<file path="config.mk">
export PLATFORM = sky130hd
export DESIGN_NAME = multicycle_ctrl_flat
export DESIGN_NICKNAME = d
export VERILOG_FILES = /design/src/rtl/multicycle_ctrl_if.sv /design/src/rtl/multicycle_ctrl.sv /design/src/flat_wrapper.sv
export SDC_FILE = /design/constraint.sdc
export NUM_CORES = 1
export LEC_CHECK = 0
export ABC_AREA = 1
export ABC_CLOCK_PERIOD_IN_PS = 1100
export BUFFER_PORTS_ARGS = -buffer_cell sky130_fd_sc_hd__buf_2
export CORE_UTILIZATION = 35
export CTS_CLUSTER_SIZE = 20
export DETAILED_ROUTE_END_ITERATION = 8
export PLACE_DENSITY = 0.75
export SLEW_MARGIN = 20
export SYNTH_ARGS = -nofsm -noshare
export SYNTH_HDL_FRONTEND = slang
export SYNTH_SLANG_ARGS = --single-unit
</file>
<file path="constraint.sdc">
create_clock -name clk_i -period 1.1 [get_ports clk_i]
set_clock_uncertainty 0.15 [all_clocks]
set_input_delay 0.11 -clock clk_i [delete_from_list [all_inputs] [get_ports clk_i]]
set_output_delay 0.11 -clock clk_i [all_outputs]
set_load 0.05 [all_outputs]
</file>
<file path="src/rtl/multicycle_ctrl_if.sv">
// multicycle_ctrl_if: datapath <-> multicycle controller control bundle
//   datapath->ctrl: opcode_i (IR[31:26]), mem_ready_i, zero_i
//   ctrl->datapath: write/select strobes, alu_src_b_o, alu_op_o, state_o, error_o, instr_cnt_o
interface multicycle_ctrl_if #(parameter int CNT_W = 32);
  logic [5:0] opcode_i;
  logic mem_ready_i, zero_i;
  logic pc_write_o, pc_src_o, ir_write_o, mem_read_o, mem_write_o;
  logic mem_to_reg_o, reg_dst_o, reg_write_o, alu_src_a_o, error_o;
  logic [1:0] alu_src_b_o;
  logic [2:0] alu_op_o, state_o;
  logic [CNT_W-1:0] instr_cnt_o;
  modport master(
    output opcode_i, mem_ready_i, zero_i,
    input pc_write_o, pc_src_o, ir_write_o, mem_read_o, mem_write_o, mem_to_reg_o,
    input reg_dst_o, reg_write_o, alu_src_a_o, error_o, alu_src_b_o, alu_op_o, state_o, instr_cnt_o
  );
  modport slave(
    input opcode_i, mem_ready_i, zero_i,
    output pc_write_o, pc_src_o, ir_write_o, mem_read_o, mem_write_o, mem_to_reg_o,
    output reg_dst_o, reg_write_o, alu_src_a_o, error_o, alu_src_b_o, alu_op_o, state_o, instr_cnt_o
  );
endinterface

</file>
<file path="src/rtl/multicycle_ctrl.sv">
// multicycle_ctrl: Moore FSM controller for a multicycle MIPS-subset datapath
//   clk_i, rst_i (sync, active-high); bus: multicycle_ctrl_if.slave
//   Optional retired-instruction counter enabled by MULTICYCLE_CTRL_RETIRE_CNT_EN
module multicycle_ctrl #(parameter int CNT_W = 32) (
  input  logic clk_i,
  input  logic rst_i,
  multicycle_ctrl_if.slave bus
);
  typedef enum logic [2:0] {
    S_IF = 3'd0, S_ID = 3'd1, S_EX = 3'd2, S_MEM = 3'd3, S_WB = 3'd4, S_ERR = 3'd7
  } state_t;
  localparam logic [5:0] OP_R = 6'd0, OP_ADDI = 6'd8, OP_SLTI = 6'd10;
  localparam logic [5:0] OP_BEQ = 6'd4, OP_LW = 6'd35, OP_SW = 6'd43;
  state_t state, state_n;
  logic [5:0] op_q;
  always_ff @(posedge clk_i)
    if (rst_i) begin
      state <= S_IF;
      op_q  <= '0;
    end else begin
      state <= state_n;
      if (state == S_ID) op_q <= bus.opcode_i;
    end
  always_comb begin
    state_n          = state;
    bus.pc_write_o   = 1'b0;
    bus.pc_src_o     = 1'b0;
    bus.ir_write_o   = 1'b0;
    bus.mem_read_o   = 1'b0;
    bus.mem_write_o  = 1'b0;
    bus.mem_to_reg_o = 1'b0;
    bus.reg_dst_o    = 1'b0;
    bus.reg_write_o  = 1'b0;
    bus.alu_src_a_o  = 1'b0;
    bus.error_o      = 1'b0;
    bus.alu_src_b_o  = 2'd0;
    bus.alu_op_o     = 3'd0;
    case (state)
      S_IF: begin
        bus.mem_read_o  = 1'b1;
        bus.alu_src_b_o = 2'd1;
        bus.ir_write_o  = bus.mem_ready_i;
        bus.pc_write_o  = bus.mem_ready_i;
        state_n = bus.mem_ready_i ? S_ID : S_IF;
      end
      S_ID: begin
        // opcode is decoded live here while op_q captures it for later states
        bus.alu_src_b_o = 2'd3;
        state_n = (bus.opcode_i inside {OP_R, OP_ADDI, OP_SLTI, OP_BEQ, OP_LW, OP_SW}) ? S_EX : S_ERR;
      end
      S_EX: begin
        bus.alu_src_a_o = 1'b1;
        bus.alu_src_b_o = (op_q == OP_R || op_q == OP_BEQ) ? 2'd0 : 2'd2;
        bus.alu_op_o = (op_q == OP_R) ? 3'd2 : (op_q == OP_SLTI) ? 3'd3 : (op_q == OP_BEQ) ? 3'd1 : 3'd0;
        bus.pc_src_o   = op_q == OP_BEQ;
        bus.pc_write_o = op_q == OP_BEQ && bus.zero_i;
        state_n = (op_q == OP_BEQ) ? S_IF : (op_q == OP_LW || op_q == OP_SW) ? S_MEM : S_WB;
      end
      S_MEM: begin
        bus.mem_read_o  = op_q == OP_LW;
        bus.mem_write_o = op_q == OP_SW;
        state_n = !bus.mem_ready_i ? S_MEM : (op_q == OP_LW) ? S_WB : S_IF;
      end
      S_WB: begin
        bus.reg_write_o  = 1'b1;
        bus.reg_dst_o    = op_q == OP_R;
        bus.mem_to_reg_o = op_q == OP_LW;
        state_n = S_IF;
      end
      S_ERR: bus.error_o = 1'b1;
      default: state_n = S_ERR;
    endcase
  end
  assign bus.state_o = state;
`ifdef MULTICYCLE_CTRL_RETIRE_CNT_EN
  logic [CNT_W-1:0] cnt_q;
  logic retire;
  assign retire = state == S_WB || (state == S_MEM && op_q == OP_SW && bus.mem_ready_i) || (state == S_EX && op_q == OP_BEQ);
  always_ff @(posedge clk_i)
    if (rst_i) cnt_q <= '0;
    else if (retire) cnt_q <= cnt_q + CNT_W'(1);
  assign bus.instr_cnt_o = cnt_q;
`else
  assign bus.instr_cnt_o = {CNT_W{1'b0}};
`endif
endmodule

</file>
<file path="src/flat_wrapper.sv">
// flat-port wrapper written by rule: the top's interface ports become plain ports
module multicycle_ctrl_flat 
#(parameter int CNT_W = 32)
  (clk_i, rst_i, bus_opcode_i, bus_mem_ready_i, bus_zero_i, bus_pc_write_o, bus_pc_src_o, bus_ir_write_o, bus_mem_read_o, bus_mem_write_o, bus_mem_to_reg_o, bus_reg_dst_o, bus_reg_write_o, bus_alu_src_a_o, bus_error_o, bus_alu_src_b_o, bus_alu_op_o, bus_state_o, bus_instr_cnt_o);
  multicycle_ctrl_if #(.CNT_W(CNT_W)) bus_i ();
  input  logic clk_i;
  input  logic rst_i;
  input wire logic [$bits(bus_i.opcode_i)-1:0] bus_opcode_i;
  input wire logic [$bits(bus_i.mem_ready_i)-1:0] bus_mem_ready_i;
  input wire logic [$bits(bus_i.zero_i)-1:0] bus_zero_i;
  output wire logic [$bits(bus_i.pc_write_o)-1:0] bus_pc_write_o;
  output wire logic [$bits(bus_i.pc_src_o)-1:0] bus_pc_src_o;
  output wire logic [$bits(bus_i.ir_write_o)-1:0] bus_ir_write_o;
  output wire logic [$bits(bus_i.mem_read_o)-1:0] bus_mem_read_o;
  output wire logic [$bits(bus_i.mem_write_o)-1:0] bus_mem_write_o;
  output wire logic [$bits(bus_i.mem_to_reg_o)-1:0] bus_mem_to_reg_o;
  output wire logic [$bits(bus_i.reg_dst_o)-1:0] bus_reg_dst_o;
  output wire logic [$bits(bus_i.reg_write_o)-1:0] bus_reg_write_o;
  output wire logic [$bits(bus_i.alu_src_a_o)-1:0] bus_alu_src_a_o;
  output wire logic [$bits(bus_i.error_o)-1:0] bus_error_o;
  output wire logic [$bits(bus_i.alu_src_b_o)-1:0] bus_alu_src_b_o;
  output wire logic [$bits(bus_i.alu_op_o)-1:0] bus_alu_op_o;
  output wire logic [$bits(bus_i.state_o)-1:0] bus_state_o;
  output wire logic [$bits(bus_i.instr_cnt_o)-1:0] bus_instr_cnt_o;
  assign bus_i.opcode_i = bus_opcode_i;
  assign bus_i.mem_ready_i = bus_mem_ready_i;
  assign bus_i.zero_i = bus_zero_i;
  assign bus_pc_write_o = bus_i.pc_write_o;
  assign bus_pc_src_o = bus_i.pc_src_o;
  assign bus_ir_write_o = bus_i.ir_write_o;
  assign bus_mem_read_o = bus_i.mem_read_o;
  assign bus_mem_write_o = bus_i.mem_write_o;
  assign bus_mem_to_reg_o = bus_i.mem_to_reg_o;
  assign bus_reg_dst_o = bus_i.reg_dst_o;
  assign bus_reg_write_o = bus_i.reg_write_o;
  assign bus_alu_src_a_o = bus_i.alu_src_a_o;
  assign bus_error_o = bus_i.error_o;
  assign bus_alu_src_b_o = bus_i.alu_src_b_o;
  assign bus_alu_op_o = bus_i.alu_op_o;
  assign bus_state_o = bus_i.state_o;
  assign bus_instr_cnt_o = bus_i.instr_cnt_o;
  multicycle_ctrl #(.CNT_W(CNT_W)) u_core (.clk_i(clk_i), .rst_i(rst_i), .bus(bus_i));
endmodule
</file>
==> impl_results.html, run 1 <==
<table>
<tr><th>Metric</th><th>Value</th></tr>
<tr><th colspan="2">Pwr</th></tr>
<tr><td>Total chip power</td><td>5.27 mW</td></tr>
<tr><td>Clock share of power</td><td>4.9%</td></tr>
<tr><td>Share of total power consumed by net switching</td><td>55.5%</td></tr>
<tr><td>Relative contribution of sequential cells to total power</td><td>13.8%</td></tr>
<tr><td>Pwr/cell area</td><td>3040 nW/um^2</td></tr>
<tr><td>Standby leakage power</td><td>0.805 nW</td></tr>
<tr><td>Highest ir drop seen on vdd</td><td>2510 uV</td></tr>
<tr><td>Cell Int Power</td><td>2.35 mW</td></tr>
<tr><td>Combinational Power Share</td><td>81.4%</td></tr>
<tr><td>Switching power</td><td>2.93 mW</td></tr>
<tr><th colspan="2">Layout</th></tr>
<tr><td>Number of nets in the layout</td><td>213</td></tr>
<tr><td>Highest-count cells in the layout ignoring fill and taps</td><td>sky130_fd_sc_hd__conb_1 (33), sky130_fd_sc_hd__buf_6 (20), sky130_fd_sc_hd__nor2_4 (16)</td></tr>
<tr><td>Final non-filler cell area</td><td>1740 um^2</td></tr>
<tr><td>Area used by multi-input combinational logic</td><td>767 um^2</td></tr>
<tr><td>Most common cell after layout, fill and taps aside</td><td>sky130_fd_sc_hd__conb_1</td></tr>
<tr><td>Filler cell count in the final layout</td><td>138</td></tr>
<tr><td>Share of final-layout standard cells stronger than drive strength 1</td><td>62.4%</td></tr>
<tr><td>Combined flip-flop and latch cell area</td><td>206 um^2</td></tr>
<tr><td>Antenna fix cells</td><td>0</td></tr>
<tr><td>Layout Area Growth over Synthesis</td><td>98.9%</td></tr>
<tr><td>Post-layout instance count excluding filler cells</td><td>230</td></tr>
<tr><td>Share of the core filled with cells in the final layout</td><td>76.3%</td></tr>
<tr><th colspan="2">Global route</th></tr>
<tr><td>Number of global-route vias before repair</td><td>971</td></tr>
<tr><td>Initial antenna violation count</td><td>0</td></tr>
<tr><td>Remaining Overflow, GRT</td><td>0</td></tr>
<tr><td>Largest net degree at the start of global routing</td><td>10</td></tr>
<tr><td>Global-route usage over all layers</td><td>23.0%</td></tr>
<tr><td>Wire length of the first global-routing pass</td><td>4.39 mm</td></tr>
<tr><th colspan="2">Worst hold path</th></tr>
<tr><td>Worst hold path type</td><td>in -&gt; reg</td></tr>
<tr><td>Hold path endpoint</td><td>u_core.op_q[0]</td></tr>
<tr><td>Cell depth of the worst min-delay path</td><td>3</td></tr>
<tr><td>Worst hold path startpoint</td><td>bus_opcode_i[0]</td></tr>
<tr><th colspan="2">Placement</th></tr>
<tr><td>Placed insts</td><td>204</td></tr>
<tr><td>RD Place Congestion</td><td>0.760</td></tr>
<tr><td>IO buf count</td><td>26</td></tr>
<tr><td>Cell area reported after detailed placement</td><td>1110 um^2</td></tr>
<tr><td>Final HPWL DP</td><td>1.42 mm</td></tr>
<tr><th colspan="2">Floorplan</th></tr>
<tr><td>Placeable core area</td><td>2280 um^2</td></tr>
<tr><td>Die width</td><td>52.0 um</td></tr>
<tr><td>Number of cell rows</td><td>17</td></tr>
<tr><td>Die Outline Area</td><td>2700 um^2</td></tr>
<tr><td>Height of the chip</td><td>52.0 um</td></tr>
<tr><td>Initial standard-cell utilization of the core</td><td>38.4%</td></tr>
<tr><td>I/O pin count</td><td>60</td></tr>
<tr><th colspan="2">Routing</th></tr>
<tr><td>DR vias/cell</td><td>4.60</td></tr>
<tr><td>Detailed Route WL</td><td>3.39 mm</td></tr>
<tr><td>Total via count in the routed design</td><td>1059</td></tr>
<tr><td>Post-route DRC</td><td>0</td></tr>
<tr><td>DRT Pass-1 Iters</td><td>4</td></tr>
<tr><td>DR iter-0 viols</td><td>20</td></tr>
<tr><td>Antenna Violating Nets Remaining</td><td>0</td></tr>
<tr><td>Post-DR wirelength/cell</td><td>14.7 um</td></tr>
<tr><th colspan="2">Logic synthesis</th></tr>
<tr><td>Sequential area share after synthesis</td><td>20.6%</td></tr>
<tr><td>Average instance area after synthesis</td><td>6.24 um^2</td></tr>
<tr><td>Number of different library cells in the post-synthesis netlist</td><td>20</td></tr>
<tr><td>Top FF cell, synth</td><td>sky130_fd_sc_hd__dfxtp_1</td></tr>
<tr><td>Number of warnings issued by yosys</td><td>0</td></tr>
<tr><td>Cell count after synthesis</td><td>140</td></tr>
<tr><td>Summed instance area of the synthesized netlist</td><td>873 um^2</td></tr>
<tr><td>Proportion of register bits with asynchronous set or reset after synthesis</td><td>0%</td></tr>
<tr><td>Post-synth EDFFs</td><td>0</td></tr>
<tr><td>Flip-flop and latch count after synthesis</td><td>9</td></tr>
<tr><th colspan="2">Clock tree</th></tr>
<tr><td>TritonCTS buffer count</td><td>3</td></tr>
<tr><td>H-tree depth reported by CTS</td><td>1</td></tr>
<tr><td>TritonCTS clock tree</td><td>yes</td></tr>
<tr><td>Cell at the root of the clock tree</td><td>sky130_fd_sc_hd__clkbuf_4</td></tr>
<tr><td>Clock-pin slew reported for the worst setup and hold paths after clock tree synthesis</td><td>0.06 ns</td></tr>
<tr><td>Clock insertion delay at the later pin of the skew report</td><td>0.27 ns</td></tr>
<tr><td>Maximum clock path buffer count</td><td>2</td></tr>
<tr><td>Number of sinks on the clock net</td><td>9</td></tr>
<tr><th colspan="2">Timing</th></tr>
<tr><td>Count of endpoints failing setup in the final report</td><td>26</td></tr>
<tr><td>Fin worst setup slack</td><td>-0.562 ns</td></tr>
<tr><td>Shortest period the worst path allows</td><td>1.66 ns</td></tr>
<tr><td>Setup repair after global routing missed its margin</td><td>true</td></tr>
<tr><td>Highest attainable clock frequency</td><td>0.602 GHz</td></tr>
<tr><td>Number of failing hold endpoints at the final stage</td><td>0</td></tr>
<tr><td>Pins Over Slew Limit</td><td>0</td></tr>
<tr><td>Ratio of final minimum period to clock period</td><td>151%</td></tr>
<tr><th colspan="2">Worst setup path</th></tr>
<tr><td>Depth of the most critical reg-to-reg path</td><td>10</td></tr>
<tr><td>Startpoint class of the critical path</td><td>register</td></tr>
<tr><td>Data arrival time of the critical path</td><td>1.40 ns</td></tr>
<tr><td>Worst r2r dst</td><td>u_core.bus.state_o[0]</td></tr>
<tr><td>Critical-path cell list</td><td>inv_2 -&gt; nor2_4 -&gt; nand3_4 -&gt; nor2_4 -&gt; nand2_2 -&gt; nand2_4 -&gt; buf_8</td></tr>
<tr><td>Slowest cell delay on critical path</td><td>0.39 ns</td></tr>
<tr><td>Critical Path RT</td><td>0.84 ns</td></tr>
<tr><td>Critical path class</td><td>reg -&gt; out</td></tr>
<tr><td>Minimum setup slack among reg-to-reg paths</td><td>-0.50 ns</td></tr>
<tr><td>CP max-delay cell</td><td>sky130_fd_sc_hd__dfxtp_4</td></tr>
<tr><td>Worst-path maximum fanout</td><td>4</td></tr>
<tr><td>Nature of the critical path endpoint</td><td>output port</td></tr>
<tr><td>R2R Path Start</td><td>u_core.op_q[4]</td></tr>
<tr><td>Critical Path Most Common Cell</td><td>sky130_fd_sc_hd__nor2_4</td></tr>
<tr><th colspan="2">Status</th></tr>
<tr><td>Violations in the final reports</td><td>setup timing</td></tr>
<tr><td>Outcome</td><td>finished with violations</td></tr>
<tr><th colspan="2">Flow run</th></tr>
<tr><td>Max Cap Viol</td><td>0</td></tr>
</table>
## cell families after synthesis
family / Yosys count / synth area share [%]
buffers and inverters: 53 / 37.8
AO/OA/AOI/OAI: 12 / 8.02
AND/OR/NAND/NOR: 65 / 33.1
other: 1 / 0.429
flip-flops: 9 / 20.6
## synth_stat cells, types with 2 or more instances
library cell	n	area share [%]
sky130_fd_sc_hd__nand2_4	2	2.6
sky130_fd_sc_hd__dfxtp_1	9	21
sky130_fd_sc_hd__a211oi_1	4	3.4
sky130_fd_sc_hd__inv_1	15	6.4
sky130_fd_sc_hd__nor2_1	25	11
sky130_fd_sc_hd__o21ai_0	2	1.1
sky130_fd_sc_hd__nand3_1	6	3.4
sky130_fd_sc_hd__buf_4	33	28
sky130_fd_sc_hd__inv_2	3	1.3
sky130_fd_sc_hd__nand2_1	26	11
sky130_fd_sc_hd__a21oi_1	6	3.4
## worst max-delay path: cells and delay by family, from the launching register on
kind                   cells  cell delay [ns]
DFF                        1             0.39
and+or+nand+nor            5             0.55
buffers and inverters      2             0.20
## flip-flops by register name (all words and copies together), names as in the netlist
signal	count
u_core.bus.state_o	3
u_core.op_q	6
## power groups by stage
stage / logic, mW / clock network, mW / registers, mW
6_report: 4.29 / 0.257 / 0.726
5_1_grt: 4.47 / 0.277 / 0.739
4_1_cts: 3.67 / 0.261 / 0.670
3_5_place_dp: 2.66 / 0 / 0.593
3_3_place_gp: 2.64 / 0 / 0.591
2_1_floorplan: 2.00 / 0 / 0.747
## per-stage QoR
| step | TNS, ns | hold slack, ns | setup slack, ns |
|---|---|---|---|
| final | -9.52 | 0.0206 | -0.562 |
| after global placement | -5.16 | 0.239 | -0.368 |
| after floorplan | -6.27 | 0.103 | -0.739 |
| after detailed placement | -5.34 | 0.238 | -0.379 |
| after global routing | -10.63 | 0.0406 | -0.593 |
| after CTS | -8.16 | 0.0125 | -0.504 |
## cell type report
class,instances,area share [%]
tap,28,2.02
inverter,18,4.97
sequential,9,11.9
multi-input combinational,110,44.2
timing repair buffer,61,35.4
clock buffer,4,1.51
## worst max path at each step
stage                       to                   from  slack [ns]  cells past startpoint
3_5_place_dp    bus_mem_read_o         u_core.op_q[4]       -0.38                      5
3_3_place_gp    bus_pc_write_o         u_core.op_q[4]       -0.37                      6
2_1_floorplan   bus_pc_write_o  u_core.bus.state_o[2]       -0.74                      7
6_report        bus_pc_write_o         u_core.op_q[2]       -0.56                      7
4_1_cts        bus_alu_op_o[0]         u_core.op_q[3]       -0.50                      5
5_1_grt         bus_pc_write_o         u_core.op_q[2]       -0.59                      7
## timing repair
item                                    CTS  global route
pin swaps                                26            16
endpoints found under the setup margin   26            26
gates resized for setup                  92            32
hold buffers                              6             0
hold endpoints to repair                  9             0
setup buffers                            13             7
## per-layer routing
| metal | GRT usage, % | share of wire, % |
|---|---|---|
| met2 | 45.5 | 53 |
| met3 | 4.68 | 6.8 |
| met4 | 15.3 | 4.8 |
| met1 | 20.2 | 36 |
| met5 | 0 | 0 |
(Power assumes the default switching activity.)
==> run 2: changes to the inputs <==
--- a/config.mk
+++ b/config.mk
@@ -6,13 +6,13 @@
 export NUM_CORES = 1
 export LEC_CHECK = 0
 export ABC_AREA = 1
-export ABC_CLOCK_PERIOD_IN_PS = 1100
+export ABC_CLOCK_PERIOD_IN_PS = 1850
 export BUFFER_PORTS_ARGS = -buffer_cell sky130_fd_sc_hd__buf_2
 export CORE_UTILIZATION = 35
 export CTS_CLUSTER_SIZE = 20
 export DETAILED_ROUTE_END_ITERATION = 8
-export PLACE_DENSITY = 0.75
-export SLEW_MARGIN = 20
+export PLACE_DENSITY = 0.73
+export SKIP_LAST_GASP = 1
 export SYNTH_ARGS = -nofsm -noshare
 export SYNTH_HDL_FRONTEND = slang
 export SYNTH_SLANG_ARGS = --single-unit
==> constraint.sdc (replaced) <==
create_clock -name clk_i -period 1.85 [get_ports clk_i]
set_clock_uncertainty 0.15 [all_clocks]
set_input_delay 0.185 -clock clk_i [delete_from_list [all_inputs] [get_ports clk_i]]
set_output_delay 0.185 -clock clk_i [all_outputs]
set_load 0.05 [all_outputs]
==> run 2 against run 1 <==
  * The run now ends clean
  * Clock power down 42%
  * Combinational power down 68%
  * Worst setup slack improved by 0.64 ns
  * Total power down 64%
  * Via count fell by 23%
  * Global-route usage is 10 points lower
  * Sequential share of layout area up 6.0 points
  * First-iteration DRC count down 15%
  * Core utilization shrank 31 points
  * Non-clock buffer count shrank 33
  * Largest power group unchanged
==> impl_results.html, run 2 (synthesis results as in run 1) <==
<table>
<tr><th>Metric</th><th>Value</th></tr>
<tr><th colspan="2">Status</th></tr>
<tr><td>Outcome</td><td>completed (was finished with violations)</td></tr>
<tr><th colspan="2">Clock tree</th></tr>
<tr><td>Number of buffers inserted by hold repair at cts</td><td>0 (was 6)</td></tr>
<tr><td>TritonCTS clock tree</td><td>yes (unchanged)</td></tr>
<tr><td>H-tree depth reported by CTS</td><td>1 (unchanged)</td></tr>
<tr><td>Clock-pin slew reported for the worst setup and hold paths after clock tree synthesis</td><td>0.06 ns (about the same)</td></tr>
<tr><td>TritonCTS buffer count</td><td>3 (unchanged)</td></tr>
<tr><td>Maximum clock path buffer count</td><td>2 (unchanged)</td></tr>
<tr><td>Number of sinks on the clock net</td><td>9 (unchanged)</td></tr>
<tr><td>Clock insertion delay at the later pin of the skew report</td><td>0.26 ns (was 0.27 ns)</td></tr>
<tr><td>Cell at the root of the clock tree</td><td>sky130_fd_sc_hd__clkbuf_4 (unchanged)</td></tr>
<tr><th colspan="2">Worst setup path</th></tr>
<tr><td>Buffers plus inverters on the worst setup path</td><td>2 (unchanged)</td></tr>
<tr><td>Worst-path maximum fanout</td><td>4 (unchanged)</td></tr>
<tr><td>Nature of the critical path endpoint</td><td>output port (unchanged)</td></tr>
<tr><td>Crit path depth</td><td>5 (was 7)</td></tr>
<tr><td>Depth of the most critical reg-to-reg path</td><td>7 (was 10)</td></tr>
<tr><td>Critical-path cell list</td><td>inv_1 -&gt; nor2_1 -&gt; nand3_1 -&gt; o21ai_2 -&gt; buf_2 (was inv_2 -&gt; nor2_4 -&gt; nand3_4 -&gt; nor2_4 -&gt; nand2_2 -&gt; nand2_4 -&gt; buf_8)</td></tr>
<tr><td>Critical path's top delay family</td><td>simple AND/OR/NAND/NOR gates (unchanged)</td></tr>
<tr><td>Startpoint class of the critical path</td><td>register (unchanged)</td></tr>
<tr><td>Critical path class</td><td>reg -&gt; out (unchanged)</td></tr>
<tr><td>Critical Path RT</td><td>1.51 ns (was 0.84 ns)</td></tr>
<tr><td>CP max-delay cell</td><td>sky130_fd_sc_hd__dfxtp_1 (was sky130_fd_sc_hd__dfxtp_4)</td></tr>
<tr><td>Data arrival time of the critical path</td><td>1.44 ns (was 1.40 ns)</td></tr>
<tr><td>Slowest cell delay on critical path</td><td>0.34 ns (was 0.39 ns)</td></tr>
<tr><th colspan="2">Layout</th></tr>
<tr><td>Area used by multi-input combinational logic</td><td>557 um^2 (was 767 um^2)</td></tr>
<tr><td>Layout Area Growth over Synthesis</td><td>17.5% (was 98.9%)</td></tr>
<tr><td>Combined flip-flop and latch cell area</td><td>184 um^2 (was 206 um^2)</td></tr>
<tr><td>Number of nets in the layout</td><td>180 (was 213)</td></tr>
<tr><td>Antenna fix cells</td><td>0 (unchanged)</td></tr>
<tr><td>Most common cell after layout, fill and taps aside</td><td>sky130_fd_sc_hd__conb_1 (unchanged)</td></tr>
<tr><td>Highest-count cells in the layout ignoring fill and taps</td><td>sky130_fd_sc_hd__conb_1 (33), sky130_fd_sc_hd__nand2_1 (25), sky130_fd_sc_hd__buf_2 (24) (was sky130_fd_sc_hd__conb_1 (33), sky130_fd_sc_hd__buf_6 (20), sky130_fd_sc_hd__nor2_4 (16))</td></tr>
<tr><td>Filler cell count in the final layout</td><td>247 (was 138)</td></tr>
<tr><td>Register with the most flip-flops</td><td>u_core.op_q (unchanged)</td></tr>
<tr><td>Share of final-layout standard cells stronger than drive strength 1</td><td>34.9% (was 62.4%)</td></tr>
<tr><td>Max FFs per register</td><td>6 (unchanged)</td></tr>
<tr><th colspan="2">Global route</th></tr>
<tr><td>Largest net degree at the start of global routing</td><td>14 (was 10)</td></tr>
<tr><td>Global-route usage over all layers</td><td>12.8% (was 23.0%)</td></tr>
<tr><td>Remaining Overflow, GRT</td><td>0 (unchanged)</td></tr>
<tr><td>Number of global-route vias before repair</td><td>612 (was 971)</td></tr>
<tr><td>Wire length of the first global-routing pass</td><td>2.54 mm (was 4.39 mm)</td></tr>
<tr><td>Initial antenna violation count</td><td>0 (unchanged)</td></tr>
<tr><th colspan="2">Worst hold path</th></tr>
<tr><td>Cell depth of the worst min-delay path</td><td>2 (was 3)</td></tr>
<tr><td>Worst hold path type</td><td>in -&gt; reg (unchanged)</td></tr>
<tr><th colspan="2">Floorplan</th></tr>
<tr><td>Number of cell rows</td><td>17 (unchanged)</td></tr>
<tr><td>Die width</td><td>52.0 um (unchanged)</td></tr>
<tr><td>Placeable core area</td><td>2280 um^2 (unchanged)</td></tr>
<tr><td>Die Outline Area</td><td>2700 um^2 (unchanged)</td></tr>
<tr><td>Initial standard-cell utilization of the core</td><td>38.4% (unchanged)</td></tr>
<tr><td>I/O pin count</td><td>60 (unchanged)</td></tr>
<tr><td>Height of the chip</td><td>52.0 um (unchanged)</td></tr>
<tr><th colspan="2">Timing</th></tr>
<tr><td>Shortest period the worst path allows</td><td>1.78 ns</td></tr>
<tr><td>Pins Over Slew Limit</td><td>0 (unchanged)</td></tr>
<tr><td>Ratio of final minimum period to clock period</td><td>96.0%</td></tr>
<tr><td>Final sum of negative setup slack</td><td>0 ns (was -9.52 ns)</td></tr>
<tr><td>Count of endpoints failing setup in the final report</td><td>0 (was 26)</td></tr>
<tr><td>Final hold slack</td><td>0.0526 ns (was 0.0206 ns)</td></tr>
<tr><td>Highest attainable clock frequency</td><td>0.563 GHz</td></tr>
<tr><td>Number of failing hold endpoints at the final stage</td><td>0 (unchanged)</td></tr>
<tr><td>Setup repair after global routing missed its margin</td><td>true (unchanged)</td></tr>
<tr><th colspan="2">Flow run</th></tr>
<tr><td>Max Cap Viol</td><td>0 (unchanged)</td></tr>
<tr><th colspan="2">Routing</th></tr>
<tr><td>Post-route DRC</td><td>0 (unchanged)</td></tr>
<tr><td>DR vias/cell</td><td>4.13 (was 4.60)</td></tr>
<tr><td>Detailed Route WL</td><td>1.66 mm (was 3.39 mm)</td></tr>
<tr><td>Antenna Violating Nets Remaining</td><td>0 (unchanged)</td></tr>
<tr><td>Total via count in the routed design</td><td>813 (was 1059)</td></tr>
<tr><td>DR iter-0 viols</td><td>17 (was 20)</td></tr>
<tr><td>DRT Pass-1 Iters</td><td>4 (unchanged)</td></tr>
<tr><td>Post-DR wirelength/cell</td><td>8.43 um (was 14.7 um)</td></tr>
<tr><th colspan="2">Placement</th></tr>
<tr><td>IO buf count</td><td>26 (unchanged)</td></tr>
<tr><td>RD Place Congestion</td><td>0.741 (was 0.760)</td></tr>
<tr><td>Final HPWL DP</td><td>1.34 mm (was 1.42 mm)</td></tr>
<tr><th colspan="2">Pwr</th></tr>
<tr><td>Pwr/cell area</td><td>1830 nW/um^2 (was 3040 nW/um^2)</td></tr>
<tr><td>Standby leakage power</td><td>0.567 nW (was 0.805 nW)</td></tr>
<tr><td>Highest ir drop seen on vdd</td><td>920 uV (was 2510 uV)</td></tr>
</table>
run 2: cell count changes in the layout (fill, tap and decap cells not counted), moves of 11 or more:
cell,delta
sky130_fd_sc_hd__buf_6,-19
sky130_fd_sc_hd__buf_2,+15
sky130_fd_sc_hd__buf_8,-12
sky130_fd_sc_hd__buf_4,-12
sky130_fd_sc_hd__nor2_4,-11
sky130_fd_sc_hd__nand2_1,+11
run 2: worst paths after layout:
| kind | from | endpoint | slack, ns |
|---|---|---|---|
| setup reg to reg | u_core.op_q[5] | u_core.bus.state_o[2] | 0.49 |
| setup / recovery | u_core.op_q[5] | bus_mem_read_o | 0.07 |
| hold / removal | rst_i | u_core.bus.state_o[1] | 0.05 |
| hold reg to reg | u_core.op_q[5] | u_core.op_q[5] | 0.35 |
run 2: power by group:
part           internal (mW)  total [mW]  switching, mW
logic                  0.318        1.38           1.06
clock network         0.0830       0.149         0.0660
registers              0.270       0.349         0.0789
total                  0.672        1.88           1.21
run 2: what timing repair did:
item,4_1_cts,5_1_grt
setup endpoints to repair,1,6
resized for setup,2,6
pin swaps,0,1
setup buffers,0,2
run 2: final cells by class:
| class | instances | share of cell area (%) |
|---|---|---|
| multi-input combinational | 110 | 54.3 |
| sequential | 9 | 17.9 |
| timing repair buffer | 28 | 15.0 |
| inverter | 18 | 6.83 |
| tap | 28 | 3.41 |
| clock buffer | 4 | 2.56 |
run 2: through the flow:
step                utilization [%]  power [mW]  area, um^2  worst slack (ns)  cells
floorplan                         -        1.53        1060            -0.185    172
global placement               42.1        1.66         958             0.266    191
detailed placement             42.1        1.67         958             0.228    191
CTS                            43.6        1.84         992           0.00676    195
global route                   45.1        2.01        1030           -0.0184    197
finish                         45.1        1.88        1030            0.0741    197
run 2: layer usage:
layer	part of all wire, %	routed length [um]	GRT usage (%)	up-vias
met2	49	821	21.4	33
met3	6.4	107	5.26	0
li1	-	-	-	422
met4	0	0	2.70	0
met1	44	732	15.2	358
met5	0	0	0	-
